`src/rtl/dram_arb_pkg.sv`:
```
// Shared types and ROACH2 sizing for the DRAM command-port arbiter.
// The arbiter FSM state and default bus widths live here.
package dram_arb_pkg;

  localparam int unsigned ARB_ADDR_W = 25;
  localparam int unsigned ARB_DATA_W = 288;
  localparam int unsigned ARB_BE_W   = 36;
  localparam int unsigned ARB_LEN_W  = 8;

  typedef enum logic [1:0] {
    IDLE,
    WR_BURST,
    RD_BURST,
    GAP
  } arb_state_e;

endpackage

```
`src/rtl/dram_rr_pick.sv`:
```
// Two-way round-robin picker: a lone requester wins, otherwise the
// client that was not served last wins.
module dram_rr_pick (
  input  logic wr_req_i,
  input  logic rd_req_i,
  input  logic last_rd_i,
  output logic pick_wr_o,
  output logic pick_rd_o
);

  always_comb begin
    pick_wr_o = 1'b0;
    pick_rd_o = 1'b0;
    unique case ({wr_req_i, rd_req_i})
      2'b10: pick_wr_o = 1'b1;
      2'b01: pick_rd_o = 1'b1;
      2'b11: begin
        pick_wr_o = last_rd_i;
        pick_rd_o = ~last_rd_i;
      end
      default: begin
        pick_wr_o = 1'b0;
        pick_rd_o = 1'b0;
      end
    endcase
  end

endmodule

```
`src/rtl/dram_cmd_arbiter.sv`:
```
// Burst-granular round-robin arbiter sharing one DRAM command port
// between a write client and a read client; read data passes straight through.
module dram_cmd_arbiter
  import dram_arb_pkg::*;
#(
  parameter int unsigned ADDR_WIDTH = ARB_ADDR_W,
  parameter int unsigned DATA_WIDTH = ARB_DATA_W,
  parameter int unsigned BE_WIDTH   = ARB_BE_W,
  parameter int unsigned LEN_WIDTH  = ARB_LEN_W
) (
  input  logic                  clk,
  input  logic                  rst,
  input  logic                  wr_req,
  input  logic [LEN_WIDTH-1:0]  wr_len,
  output logic                  wr_grant,
  input  logic                  wr_cmd_valid,
  input  logic [ADDR_WIDTH-1:0] wr_addr,
  input  logic [DATA_WIDTH-1:0] wr_data,
  input  logic [BE_WIDTH-1:0]   wr_be,
  output logic                  wr_cmd_ready,
  input  logic                  rd_req,
  input  logic [LEN_WIDTH-1:0]  rd_len,
  output logic                  rd_grant,
  input  logic                  rd_cmd_valid,
  input  logic [ADDR_WIDTH-1:0] rd_addr,
  output logic                  rd_cmd_ready,
  output logic [ADDR_WIDTH-1:0] dram_addr,
  output logic [DATA_WIDTH-1:0] dram_wr_data,
  output logic [BE_WIDTH-1:0]   dram_wr_be,
  output logic                  dram_rwn,
  output logic                  dram_cmd_valid,
  input  logic                  dram_cmd_ack,
  input  logic [DATA_WIDTH-1:0] dram_rd_data,
  input  logic                  dram_rd_valid,
  output logic [DATA_WIDTH-1:0] rd_data,
  output logic                  rd_data_valid
);

  arb_state_e           state_q, state_d;
  logic [LEN_WIDTH-1:0] rem_q, rem_d;
  logic                 last_rd_q, last_rd_d;
  logic                 pick_wr, pick_rd;
  logic                 accept;

  dram_rr_pick u_pick (
    .wr_req_i  (wr_req),
    .rd_req_i  (rd_req),
    .last_rd_i (last_rd_q),
    .pick_wr_o (pick_wr),
    .pick_rd_o (pick_rd)
  );

  // Command mux: idle bus is all zero with rwn parked at read.
  always_comb begin
    wr_grant       = (state_q == WR_BURST);
    rd_grant       = (state_q == RD_BURST);
    dram_cmd_valid = 1'b0;
    dram_rwn       = 1'b1;
    dram_addr      = '0;
    dram_wr_data   = '0;
    dram_wr_be     = '0;
    if (wr_grant) begin
      dram_cmd_valid = wr_cmd_valid;
      dram_rwn       = 1'b0;
      dram_addr      = wr_addr;
      dram_wr_data   = wr_data;
      dram_wr_be     = wr_be;
    end else if (rd_grant) begin
      dram_cmd_valid = rd_cmd_valid;
      dram_addr      = rd_addr;
    end
  end

  assign wr_cmd_ready  = wr_grant & dram_cmd_ack;
  assign rd_cmd_ready  = rd_grant & dram_cmd_ack;
  assign accept        = dram_cmd_valid & dram_cmd_ack;
  assign rd_data       = dram_rd_data;
  assign rd_data_valid = dram_rd_valid;

  always_comb begin
    state_d   = state_q;
    rem_d     = rem_q;
    last_rd_d = last_rd_q;
    unique case (state_q)
      IDLE: begin
        if (pick_wr) begin
          state_d   = WR_BURST;
          rem_d     = wr_len;
          last_rd_d = 1'b0;
        end else if (pick_rd) begin
          state_d   = RD_BURST;
          rem_d     = rd_len;
          last_rd_d = 1'b1;
        end
      end
      WR_BURST, RD_BURST: begin
        if (accept) begin
          if (rem_q == '0) begin
            state_d = GAP;
          end else begin
            rem_d = rem_q - LEN_WIDTH'(1);
          end
        end
      end
      GAP: state_d = IDLE;
      default: state_d = IDLE;
    endcase
  end

  always_ff @(posedge clk) begin
    if (!rst) begin
      state_q   <= IDLE;
      rem_q     <= '0;
      last_rd_q <= 1'b1;
    end else begin
      state_q   <= state_d;
      rem_q     <= rem_d;
      last_rd_q <= last_rd_d;
    end
  end

endmodule

```
`config.mk`:
```
export PLATFORM = sky130hd
export DESIGN_NAME = dram_cmd_arbiter
export DESIGN_NICKNAME = d
export VERILOG_FILES = /design/src/rtl/dram_arb_pkg.sv /design/src/rtl/dram_rr_pick.sv /design/src/rtl/dram_cmd_arbiter.sv
export SDC_FILE = /design/constraint.sdc
export NUM_CORES = 1
export LEC_CHECK = 0
export CAP_MARGIN = 5
export CORE_AREA = 2 2 517 519
export DETAILED_ROUTE_END_ITERATION = 10
export DIE_AREA = 0 0 519 521
export PLACE_DENSITY = 0.3
export RECOVER_POWER = 50
export SYNTH_ARGS = -nofsm -noshare
export SYNTH_HDL_FRONTEND = slang
export SYNTH_SLANG_ARGS = --single-unit
```
`constraint.sdc`:
```
create_clock -name clk -period 2.1 [get_ports clk]
set_clock_uncertainty 0.2 [all_clocks]
set_input_delay 0.42 -clock clk [delete_from_list [all_inputs] [get_ports clk]]
set_output_delay 0.42 -clock clk [all_outputs]
set_load 0.05 [all_outputs]
```
==> qor.txt <==
Worst skew pair latency - 0.24 ns
Vias in the first global route - 8616
Pint - 0.01083 W
Worst slew pin tran - 0.4036 ns
Full die area - 270400 µm²
Buffers on Ports - 751
DIE WIDTH - 519 µm
Die Y - 521 µm
Static leakage - 6.867 nW
CP Launch Type - flop
Fraction of the yosys area taken by sequential cells - 3.901%
Max-slew headroom at the worst pin - 72.89%
Logic pwr share - 96.8%
Top FF cell, synth - dfxtp_1
Area growth, synth to finish - 268.7%
Inst Count DP - 4856
CTS tree - yes
Required @ worst endpoint - 1.48 ns
Crit-path cells - buf_6 -> ha_4 -> buf_16 -> buf_16 -> buf_12 -> o21ai_4 -> buf_12
RSZ-0062 raised after global routing - yes
WL final - 159.5 mm
Worst hold path type - reg -> reg
Setup_tns - -86.06 ns
Core area - 264400 µm²
Syn Area/Cell - 6.595 µm²
Maximum VDD drop - 0.0004159 V
Share of layout cells above drive strength 1 - 58.79%
Worst-path clk slew - 0.05 ns
Final Non-Filler Cells - 4956
Initial DRC Count - 482
Max-Cap Viols - 0
Via count - 8458
Congestion Overflow GR - 0
Yosys Warn Count - 0
#FFs+latches synth - 11
Initial Util - 2.135%
Sw Ratio - 53.55%
Initial antenna violation count - 198
Critical path type - reg -> out
Worst path bufs/invs - 5
Reg power frac - 1.6%
H-tree depth - 1
Crit. End Element - output pin
Pwr dens - 1121 nW/µm²
GPL Wtd Cong - 0.8208
Max clock buf depth - 2
Mapped Cells - 856
Yosys cell types - 43
Part of the power in the clock network - 1.5%
Post-synth EDFFs - 0
Num Clock Sinks - 11
Yosys top cell by area - buf_4
Delay-heaviest family, CP - buffers and inverters
Worst stage delay on the critical path - 0.32 ns
Fin worst setup slack - -0.3527 ns
P_sw - 0.01249 W
Max Slew Vio Count - 0
DRC violation count after routing - 0
Largest net degree at the start of global routing - 45
DR WL/cell - 32.18 µm
Site row count - 189
Share of the synthesized area in the top cell type - 38.43%
Inserted Clock Buffers - 3
Final Hold Viols - 0
Antenna viol nets, final - 0
Max FO, Critical Path - 24
Pre-antenna DRT Iters - 4
Failing checks - negative setup slack
Syn Nets - 1547
Post-Syn Area - 5645 µm²
Overall Global Routing Usage - 11.11%
CTS root buf - clkbuf_16
Ports - 1330
Cells taking the most area after synthesis - buf_4, and2_1, nand2_1
FILL cells - 30930
Outcome - complete, but fails checks
CP arrival - 1.83 ns
Vias/cell - 1.707
Tmin final - 2.453 ns
# hold bufs at CTS - 0
Final period util - 116.8%
Max stage delay cell, worst path - dfxtp_2
Final setup viols - 362
Final HPWL DP - 150.1 mm
Async set-reset flop share out of synthesis - 0%
Global-route wire length before repair - 177.6 mm
Maximum clock rate - 407.7 MHz
Final #Nets - 2034
kinds of logic (layout without fill, tap and decap cells):
logic type | count (synthesis) | count (layout) | share of synthesized area [%]
and+or+nand+nor | 420 | 420 | 43.82
buffers and inverters | 348 | 834 | 42.64
AOI/OAI and AO/OA | 64 | 64 | 7.070
DFF | 11 | 11 | 3.901
muxes | 7 | 7 | 1.308
adders and majority gates | 5 | 5 | 1.108
xor gates and xnor gates | 1 | 1 | 0.1552
other | 0 | 81 | 0
per-stage QoR:
| step | power [W] | util, % | cell area, µm² | hold WS [ns] | setup slack (ns) |
|---|---|---|---|---|---|
| 2_1_floorplan | 0.01174 | - | 6399 | 0.2726 | -0.1242 |
| 3_3_place_gp | 0.02235 | 7.577 | 20030 | 0.3198 | -0.4530 |
| 3_5_place_dp | 0.02225 | 7.577 | 20030 | 0.3087 | -0.4018 |
| 4_1_cts | 0.02316 | 7.676 | 20290 | 0.3159 | -0.3719 |
| 5_1_grt | 0.02437 | 7.804 | 20630 | 0.3670 | -0.4055 |
| 6_report | 0.02332 | 7.872 | 20810 | 0.3195 | -0.3527 |
state kept, by name (all words and copies together), names as in the netlist:
name and flops:
state_q 2, rem_q 8, last_rd_q 1
synthesized netlist by cell type, drive strengths merged (2+ instances only):
library cell  count
nor3b             2
o22ai             3
dfxtp            11
inv               9
o2111ai           2
nor2              6
nand2            67
ha                5
a31o              2
buf             292
mux2              3
o21ai            32
mux2i             4
nand3             4
a21o              3
a21oi             9
nand2b            4
o21a              2
o211ai            2
clkbuf           47
o31ai             2
nor3              2
and2            327
routing by layer:
| layer | GRT usage, % | routed length (µm) | part of all wire (%) | vias up |
|---|---|---|---|---|
| li1 | - | - | - | 3451 |
| met1 | 7.031 | 37900 | 24 | 3480 |
| met2 | 17.00 | 68320 | 43 | 1079 |
| met3 | 16.58 | 47090 | 30 | 372 |
| met4 | 2.813 | 5654 | 3.5 | 76 |
| met5 | 0 | 500 | 0.31 | - |
power groups by stage:
stage,Sequential [W],Clock [W],Combinational (W)
2_1_floorplan,0.000362,0,0.0114
3_3_place_gp,0.000371,0,0.0220
3_5_place_dp,0.000373,0,0.0219
4_1_cts,0.000374,0.000362,0.0224
5_1_grt,0.000388,0.000382,0.0236
6_report,0.000376,0.000359,0.0226
cell type report:
type / count / area (µm²) / share of cell area [%]
Tap cell: 3533 / 4420 / 21.24
Antenna cell: 81 / 202.7 / 0.9739
Inverter: 9 / 33.78 / 0.1623
Timing Repair Buffer: 821 / 12000 / 57.66
Clock buffer: 4 / 78.83 / 0.3787
Multi-Input combinational cell: 497 / 3852 / 18.51
Sequential cell: 11 / 222.7 / 1.070
worst reg2reg max path, cell delays in order (launching register included):
cell and delay [ns]:
dfxtp_2 0.32, buf_6 0.12, ha_4 0.19, buf_12 0.16, and3b_1 0.26, nor2_2 0.06
a221oi_2 0.27, buf_4 0.23, buf_4 0.14, o211ai_1 0.09, a21oi_1 0.15
cell usage in the layout, fill, tap and decap left out, types with 3 or more instances in the layout:
cell,n
buf_8,4
nand2b_1,4
clkbuf_16,8
a21o_1,3
nand2_1,64
dfxtp_1,9
nor2_1,5
inv_1,9
a21oi_1,8
and2_4,92
diode_2,81
buf_4,40
buf_6,3
mux2_2,3
and2_2,228
and2_1,7
clkdlybuf4s50_1,395
buf_16,7
ha_1,3
nand3_1,4
o22ai_1,3
o21ai_4,25
mux2i_1,4
o21ai_0,7
buf_12,366
what timing repair did:
action                                  4_1_cts  5_1_grt
cloned                                        2        6
endpoints found under the hold margin         0        0
gates resized for setup                      56       49
endpoints found under the setup margin      362      363
pin swaps                                     8        9
setup buffers                                 0        7
worst paths after layout:
kind                           startpoint               endpoint  slack, ns  cells past startpoint
setup / recovery  state_q[0]$_SDFFE_PN0P_          dram_addr[24]      -0.35                      7
hold / removal      rem_q[1]$_SDFFE_PN0P_  rem_q[1]$_SDFFE_PN0P_       0.32                      2
hold reg to reg     rem_q[1]$_SDFFE_PN0P_  rem_q[1]$_SDFFE_PN0P_       0.32                      2
setup reg to reg  state_q[0]$_SDFFE_PN0P_  rem_q[4]$_SDFFE_PN0P_      -0.16                     10
Note: power is estimated with default switching activity, not from simulation.
